`src/rtl/tri_reader.sv`:
```
// Block fetcher: queues block-index requests and assembles 2*NDWORDS halfword reads into one block.
// Optional 8-line direct-mapped block cache when TRI_READER_CACHE_EN is defined.
module tri_reader #(
    parameter int NDWORDS = 1,
    parameter int QDEPTH  = 4
) (
    input  logic                    clk,
    input  logic                    reset,
    input  logic [31:0]             baseaddr,
    input  logic [31:0]             index,
    input  logic                    read,
    output logic [32*NDWORDS-1:0]   data,
    output logic                    ovalid,
    output logic                    iready,
    output logic                    avm_m0_read,
    output logic                    avm_m0_write,
    output logic [15:0]             avm_m0_writedata,
    output logic [31:0]             avm_m0_address,
    input  logic [15:0]             avm_m0_readdata,
    input  logic                    avm_m0_readdatavalid,
    output logic [1:0]              avm_m0_byteenable,
    input  logic                    avm_m0_waitrequest
);

    localparam int BLOCKSZ = 32 * NDWORDS;
    localparam int NHALF   = 2 * NDWORDS;
    localparam int KW      = $clog2(NHALF) + 1;
    localparam int PW      = $clog2(QDEPTH);
    localparam int CW      = PW + 1;

    typedef enum logic [1:0] {S_IDLE, S_ISSUE, S_WAIT} state_t;

    state_t state_reg, state_next;

    logic [31:0]        fifo_mem [QDEPTH];
    logic [PW-1:0]      wr_ptr_reg, rd_ptr_reg;
    logic [CW-1:0]      count_reg, count_next;
    logic               iready_reg;
    logic               push, pop, fifo_empty;
    logic [31:0]        head_index;

    logic [31:0]        addr_base_reg;
    logic [KW-1:0]      k_reg, rcnt_reg;
    logic [BLOCKSZ-1:0] shreg_reg, data_reg, assembled;
    logic               ovalid_reg;

    logic               issue_acc, issue_last, rsp, rsp_last;
    logic               cache_hit;
    logic [BLOCKSZ-1:0] cache_line;

    assign fifo_empty = (count_reg == '0);
    assign head_index = fifo_mem[rd_ptr_reg];
    assign push       = read && iready_reg;
    assign count_next = count_reg + CW'(push) - CW'(pop);

    assign issue_acc  = (state_reg == S_ISSUE) && !avm_m0_waitrequest;
    assign issue_last = issue_acc && (k_reg == KW'(NHALF - 1));
    // Responses only count while a block is outstanding; stray or post-reset beats are dropped.
    assign rsp        = avm_m0_readdatavalid && (state_reg != S_IDLE);
    assign rsp_last   = rsp && (rcnt_reg == KW'(NHALF - 1));
    assign assembled  = {shreg_reg[BLOCKSZ-17:0], avm_m0_readdata};

    always_ff @(posedge clk) begin
        if (push) begin
            fifo_mem[wr_ptr_reg] <= index;
        end
    end

    // State register
    always_ff @(posedge clk or posedge reset) begin
        if (reset) begin
            state_reg <= S_IDLE;
        end else begin
            state_reg <= state_next;
        end
    end

    // Next-state logic
    always_comb begin
        state_next = state_reg;
        case (state_reg)
            S_IDLE:  if (pop && !cache_hit) state_next = S_ISSUE;
            S_ISSUE: if (issue_last)        state_next = S_WAIT;
            S_WAIT:  if (rsp_last)          state_next = S_IDLE;
            default:                        state_next = S_IDLE;
        endcase
    end

    // Output logic
    always_comb begin
        pop         = 1'b0;
        avm_m0_read = 1'b0;
        case (state_reg)
            S_IDLE:  pop         = !fifo_empty;
            S_ISSUE: avm_m0_read = 1'b1;
            default: ;
        endcase
    end

    always_ff @(posedge clk or posedge reset) begin
        if (reset) begin
            wr_ptr_reg    <= '0;
            rd_ptr_reg    <= '0;
            count_reg     <= '0;
            iready_reg    <= 1'b1;
            addr_base_reg <= '0;
            k_reg         <= '0;
            rcnt_reg      <= '0;
            shreg_reg     <= '0;
            data_reg      <= '0;
            ovalid_reg    <= 1'b0;
        end else begin
            if (push) wr_ptr_reg <= wr_ptr_reg + PW'(1);
            if (pop)  rd_ptr_reg <= rd_ptr_reg + PW'(1);
            count_reg  <= count_next;
            iready_reg <= (count_next != CW'(QDEPTH));
            ovalid_reg <= 1'b0;
            if (pop) begin
                addr_base_reg <= baseaddr + head_index * 32'(4 * NDWORDS);
                k_reg         <= '0;
                rcnt_reg      <= '0;
                if (cache_hit) begin
                    data_reg   <= cache_line;
                    ovalid_reg <= 1'b1;
                end
            end
            if (issue_acc) k_reg <= k_reg + KW'(1);
            if (rsp) begin
                shreg_reg <= assembled;
                rcnt_reg  <= rcnt_reg + KW'(1);
            end
            if (rsp_last) begin
                data_reg   <= assembled;
                ovalid_reg <= 1'b1;
            end
        end
    end

`ifdef TRI_READER_CACHE_EN
    logic [7:0]         valid_reg;
    logic [28:0]        tag_mem  [8];
    logic [BLOCKSZ-1:0] line_mem [8];
    logic [31:0]        idx_reg;

    assign cache_hit  = valid_reg[head_index[2:0]] && (tag_mem[head_index[2:0]] == head_index[31:3]);
    assign cache_line = line_mem[head_index[2:0]];

    always_ff @(posedge clk or posedge reset) begin
        if (reset) begin
            idx_reg   <= '0;
            valid_reg <= '0;
        end else begin
            if (pop) idx_reg <= head_index;
            for (int i = 0; i < 8; i++) begin
                if (rsp_last && (idx_reg[2:0] == 3'(i))) valid_reg[i] <= 1'b1;
            end
        end
    end

    always_ff @(posedge clk) begin
        if (rsp_last) begin
            line_mem[idx_reg[2:0]] <= assembled;
            tag_mem[idx_reg[2:0]]  <= idx_reg[31:3];
        end
    end
`else
    assign cache_hit  = 1'b0;
    assign cache_line = '0;
`endif

    assign data              = data_reg;
    assign ovalid            = ovalid_reg;
    assign iready            = iready_reg;
    assign avm_m0_address    = addr_base_reg + (32'(k_reg) << 1);
    assign avm_m0_write      = 1'b0;
    assign avm_m0_writedata  = 16'h0000;
    assign avm_m0_byteenable = 2'b11;

endmodule

```
`config.mk`:
```
export PLATFORM = sky130hd
export DESIGN_NAME = tri_reader
export DESIGN_NICKNAME = d
export VERILOG_FILES = /design/src/rtl/tri_reader.sv
export SDC_FILE = /design/constraint.sdc
export NUM_CORES = 1
export LEC_CHECK = 0
export ABC_AREA = 1
export BUFFER_PORTS_ARGS = -buffer_cell sky130_fd_sc_hd__buf_2
export CAP_MARGIN = 10
export CELL_PAD_IN_SITES_DETAIL_PLACEMENT = 1
export CELL_PAD_IN_SITES_GLOBAL_PLACEMENT = 1
export CORE_ASPECT_RATIO = 0.7
export CORE_MARGIN = 4
export CORE_UTILIZATION = 30
export CTS_BUF_LIST = sky130_fd_sc_hd__clkbuf_4 sky130_fd_sc_hd__clkbuf_8
export DETAILED_ROUTE_END_ITERATION = 6
export PLACE_DENSITY = 0.65
export SKIP_LAST_GASP = 1
export SYNTH_ARGS = -nofsm -noshare
export SYNTH_HDL_FRONTEND = slang
export SYNTH_SLANG_ARGS = --single-unit
```
`constraint.sdc`:
```
create_clock -name clk -period 4.4 [get_ports clk]
set_input_delay 0.88 -clock clk [delete_from_list [all_inputs] [get_ports clk]]
set_output_delay 0.88 -clock clk [all_outputs]
set_load 0.005 [all_outputs]
```
# Word level (Yosys, flattened, before mapping)

Memory sizes are Yosys's and may differ from the RTL's.
Index checks and enable logic that the tools add are counted.

Reductions and logical operators: 13
Add/subtract/negate cells: 8
Mux-type cells: 12
Bitwise logic cells: 0
Shift-type cells: 0
Eq/ne operators: 8
Div/mod/pow operators: 0
Magnitude comparators: 0
Multiply operators: 0

Operators with widths:

| kind                  | count |
|---|---|
| $add A32 B3 Y32       | 1 |
| $add A32 B32 Y32      | 1 |
| $mux W2               | 6 |
| $add A2 B1 Y2 const B | 4 |
| $eq A2 B1 Y1 const B  | 3 |
| $ne A2 B2 Y1 const B  | 3 |
| $pmux W2 S3           | 1 |
| $reduce_bool A2 Y1    | 3 |
| $logic_and A1 B1 Y1   | 5 |
| $mux W1               | 5 |
| $add A3 B1 Y3         | 1 |
| $logic_not A3 Y1      | 1 |
| $ne A3 B3 Y1 const B  | 1 |
| $reduce_and A3 Y1     | 1 |
| $sub A3 B1 Y3         | 1 |
| $eq A2 B2 Y1 const B  | 1 |
| $logic_not A1 Y1      | 2 |
| $logic_not A2 Y1      | 1 |

Input bits: 85
RAM bits: 128
Bits in read-only memories: 0
Memories: 1
Flip-flop bits (word level): 95
Bits in latches: 0
Output and inout port bits: 86

Memory list:

| memory   | words | width | rd ports | clocked after memory_dff | wr ports | RTL line | RTL |
|---|---|---|---|---|---|---|---|
| fifo_mem | 4     | 32    | 1        | 0                        | 1        | 35       | `logic [31:0] fifo_mem [QDEPTH];` |

# Depth between registers and ports, before layout

Depth after elaboration: 5
Depth in mapped cells: 18
Depth with buffers taken out: 16

# Worst setup path after synthesis

No wires, ideal clock.

Path kind: in2reg
From: input read
To: memory fifo_mem[0][0], enable pin
Stages: 2
Path slack: 1,650 ps
Arrival: 2,333 ps
Path through: nand2_1 -> nor2_1

Longest elaborated chain between the ends: 3

Ends and longest elaborated chain:

| item                          | RTL line | RTL |
|---|---|---|
| from (decl)                   | 11       | `input logic read,` |
| $logic_and A1 B1 Y1           | 53       | `assign push = read && iready_reg;` |
| $mux W1                       | 64       | `if (push) begin` |
| $mux W1 (implied by the code) | 65       | `fifo_mem[wr_ptr_reg] <= index;` |
| to (decl)                     | 35       |  |

Every way passes these cells.

# Worst setup path after layout

From: register k_reg[0]
To: output avm_m0_address[27]

Longest elaborated chain between the ends: 1

Ends and longest elaborated chain:

| item                   | RTL line | RTL |
|---|---|---|
| from (decl)            | 43       | `logic [KW-1:0] k_reg, rcnt_reg;` |
| from (signal assigned) | 127      | `if (issue_acc) k_reg <= k_reg + KW'(1);` |
| $add A32 B3 Y32        | 174      | `assign avm_m0_address = addr_base_reg + (32'(k_reg) << 1);` |
| to (decl)              | 18       | `output logic [31:0] avm_m0_address,` |

Every way passes these cells.

==> results.txt <==
- Once detailed placement completed, the half-perimeter wirelength came to 24300 microns.
- H-Tree Level Count: 2
- Critical Path AT: 2.75 ns
- The worst-case IR drop observed on VDD is 0.334 mV.
- Summing the sequential cell areas from Yosys gives 53.6% of the chip area.
- In this run the clock root is driven by a sky130_fd_sc_hd__clkbuf_8.
- Share of total power in the clock network: 19.8%
* Wirelength, routed: 32300 microns
- Timing analysis after detailed placement gives a worst setup slack of 1.10 ns.
- Setup repair after global routing missed its margin: false
* Data required, critical path: 3.52 ns
* DIE HEIGHT: 169 microns
- The worst pin sits at a relative slew slack of 28.4%.
- CTS tree: yes
* Post-Layout Inst Area: 13200 sq um
- The largest single stage delay on the critical path is 0.45 ns.
- By area the synthesized netlist is led by sky130_fd_sc_hd__edfxtp_1 (32%), sky130_fd_sc_hd__dfrtp_1 (21%), sky130_fd_sc_hd__nand2_1 (13%), sky130_fd_sc_hd__inv_1 (5.4%), sky130_fd_sc_hd__o21ai_0 (4.8%).
- After clock tree synthesis, the clock-pin slew on the worst setup and hold paths is 0.06 ns.
- After detailed routing, the number of vias per cell comes to 4.55.
* Capture point of the worst path: avm_m0_address[27]
- The synthesized netlist occupies a cell area of 11200 sq um.
* Number of max-slew violations in the final report: 0
* Die area: 40400 sq um
- Dividing the synthesized area by the synthesized cell count gives 8.69 sq um.
* Final setup violating endpoints: 0
- Dividing the detail-routed wire length by the instance count gives 16.5 microns.
* Residual antenna-violating net count after detailed routing: 0
* Slowest stage cell on the critical path: sky130_fd_sc_hd__fa_1
* Hold buffer count at cts: 0
* Drc violations: 0
- Crit. Startpoint: k_reg[0]
* Number of antenna violations at the first check in global routing: 0
- Hold WC Path Type: in2async
- The detailed router finished its first iteration with 568 violations.
- Startpoint of the lowest-slack register-to-register path: rd_ptr_reg[0]
- Cell count after placement: 1892
- The routed layout has 8914 vias.
- Number of endpoints with negative hold slack in the final report: 0
- Final period demand of the worst path: 3.63 ns
- Switching share of total power: 43.8%
- Power spread over the standard cell area amounts to 761 nW/um^2.
- Maximum fanout along the worst path: 4
* Core region area: 36300 sq um
- The clock passes through at most 3 buffers.
- The endpoint identified for the worst register-to-register timing path is addr_base_reg[25].
* Largest net degree at the start of global routing: 62
- TritonCTS buffer count: 39
- Yosys mapped a number of flops with a built-in enable equal to 120.
* Worst-margin pin slew: 1.07 ns
* Die Width: 238 microns
- Adding up every negative setup slack in the final design gives 0 ns.
- Maximum clock frequency: 276 MHz
* Net count, final: 1580
* Net switching power: 4.41 mW
- The repair_antennas step left the layout with diodes totalling 0.
* Logic gate share of total power: 48.6%
* Category of the worst setup path capture point: output pin
- Final Util: 36.5%
* Most frequently used flop master after synthesis: sky130_fd_sc_hd__edfxtp_1
- For the worst-skew pair, the clock arrives at the later sink with an insertion delay of 0.54 ns.
* Vias in the first global route: 9295
* Share of power burned in registers: 31.6%
* Leakage component of the power: 6.27 nW
- Summed over all layers, the global routing overflow is 0.
- The register with the most flip-flops in the layout has 120 of them.
- Worst R2R Path Depth: 14
* Io pins: 171
- After clock tree synthesis, the setup repair step added 0 buffers.
- Filler-free cell count of the finished design: 1959
- Summed over its instances, the top area cell type makes up 32.3% of the synthesized netlist area.
* Wire length of the first global-routing pass: 51700 microns
* Run status: finished clean
- The critical path goes through ha_1 -> inv_1 -> fa_1 -> nor2_4 -> nand2_4 -> nor2_4 -> nand2_2 -> clkinv_2 -> nand3_2 -> nor2_2 -> xor2_1 -> buf_2.
- Post-synthesis instance total: 1284
- FF-to-FF setup slack: 1.07 ns
- The largest total area in the synthesized netlist belongs to sky130_fd_sc_hd__edfxtp_1.
* Weighted congestion at the end of routability-driven global placement: 0.822
* Crit start category: flip-flop
- For this run, the number of Yosys warnings is 0.
* Category of the critical setup timing path: reg2out
* Synth Register Bits: 215
- Power after layout: 10.1 mW
- Layout Skew: 0.0199 ns
- Share of cells above drive strength 1: 16.8%
- Placed standard-cell area: 12400 sq um
- Counting flops with an async set or reset pin after synthesis yields a share of 44.2%.
- The pre-antenna-repair detailed-routing pass consisted of 5 iterations.
- Compared with the post-synthesis result, the final layout area differs by 18.8%.
* Setup WS post-layout: 0.774 ns
- Most frequent CP cell: sky130_fd_sc_hd__nor2_4
- Site Rows: 58
- Global routing used 16.0% of the available tracks.
- Counting distinct cell types in the post-synthesis netlist gives 39.
- Buffers on Ports: 149
- Across the run, the number of max-cap violations was 0.
* Part of the cycle the worst path needs: 82.4%
* Internal Pwr Total: 5.66 mW
- Initial standard-cell utilization of the core: 30.7%
- Counting every sink on the clock net gives 215.
- Resized cells post-CTS: 0
- Across all hold checks on the routed design, the worst slack comes to 0.342 ns.
==> kinds of logic (layout without fill, tap and decap cells) <==
family | Yosys count | after routing | synth area share [%]
and+or+nand+nor | 594 | 594 | 21.8
other | 2 | 19 | 0.0673
adders and majority gates | 42 | 42 | 4.91
DFF | 215 | 215 | 53.6
AOI/OAI and AO/OA | 171 | 171 | 8.17
buffers and inverters | 218 | 396 | 8.10
xor gates and xnor gates | 42 | 42 | 3.30
==> power groups by stage <==
stage | combinational, mW | clock [mW] | sequential [mW]
after floorplan | 3.29 | 0 | 3.12
after CTS | 5.01 | 2.08 | 3.19
after detailed placement | 4.99 | 0 | 3.22
after global placement | 4.86 | 0 | 3.20
final | 4.90 | 1.99 | 3.18
after global routing | 5.67 | 2.18 | 3.27
==> routing by layer <==
layer | GRT usage [%] | share of wire [%] | vias to the layer above
met3 | 2.91 | 4.1 | 40
met4 | 3.43 | 1.5 | 0
met1 | 22.8 | 49 | 4262
met5 | 0 | 0 | -
li1 | - | - | 4474
met2 | 25.7 | 46 | 138
==> synth_stat cells (3+ instances only) <==
master,number
sky130_fd_sc_hd__clkbuf_1,27
sky130_fd_sc_hd__nor2_1,122
sky130_fd_sc_hd__nor2_4,3
sky130_fd_sc_hd__xor2_1,20
sky130_fd_sc_hd__nand4_1,13
sky130_fd_sc_hd__ha_1,39
sky130_fd_sc_hd__nand3b_1,3
sky130_fd_sc_hd__nand3_1,59
sky130_fd_sc_hd__o21bai_1,4
sky130_fd_sc_hd__buf_4,20
sky130_fd_sc_hd__dfrtp_1,94
sky130_fd_sc_hd__inv_1,159
sky130_fd_sc_hd__buf_2,7
sky130_fd_sc_hd__o21ai_0,108
sky130_fd_sc_hd__edfxtp_1,120
sky130_fd_sc_hd__xnor2_1,22
sky130_fd_sc_hd__o22ai_1,28
sky130_fd_sc_hd__o21ai_1,4
sky130_fd_sc_hd__nand2_1,372
sky130_fd_sc_hd__nor3_1,9
sky130_fd_sc_hd__fa_1,3
sky130_fd_sc_hd__a21oi_1,24
==> layout make-up <==
type,instances,area [sq um]
fillers,4322,23000
flip-flops and latches,215,5980
multi-input cells,868,4350
repair buffers,166,886
clock buffers,55,682
inverters,163,616
well taps,480,601
clock inverters,12,130
==> placed cells by master (no fill, tap or decap), drive strengths merged, types with 3 or more instances in the layout <==
master,n
nor3,9
o21ai,113
nor4,3
xnor2,22
inv,160
edfxtp,120
or2,4
xor2,20
nand3,61
nand2,375
o21bai,4
ha,39
o22ai,28
a21oi,24
clkbuf,55
conb,19
buf,166
nand4,13
nor2,126
clkinv,11
nand3b,3
fa,3
dfrtp,94
bufinv,3
==> critical path, delay by kind of cell (launching register included) <==
family / cells / cell delay [ns]
XOR/XNOR: 1 / 0.14
adder cells (fa/ha/maj): 2 / 0.64
buffers and inverters: 3 / 0.30
flip-flops: 1 / 0.41
AND/OR/NAND/NOR: 6 / 0.71
==> worst min-delay path by stage <==
stage,cells after the start,end,from
floorplan,2,data[16],shreg_reg[0]
global placement,2,data[25],shreg_reg[9]
detailed placement,2,data[18],shreg_reg[2]
CTS,2,data[2],reset
global route,2,data[2],reset
finish,2,addr_base_reg[1],reset
No activity file was read; power rests on OpenSTA's default activity.
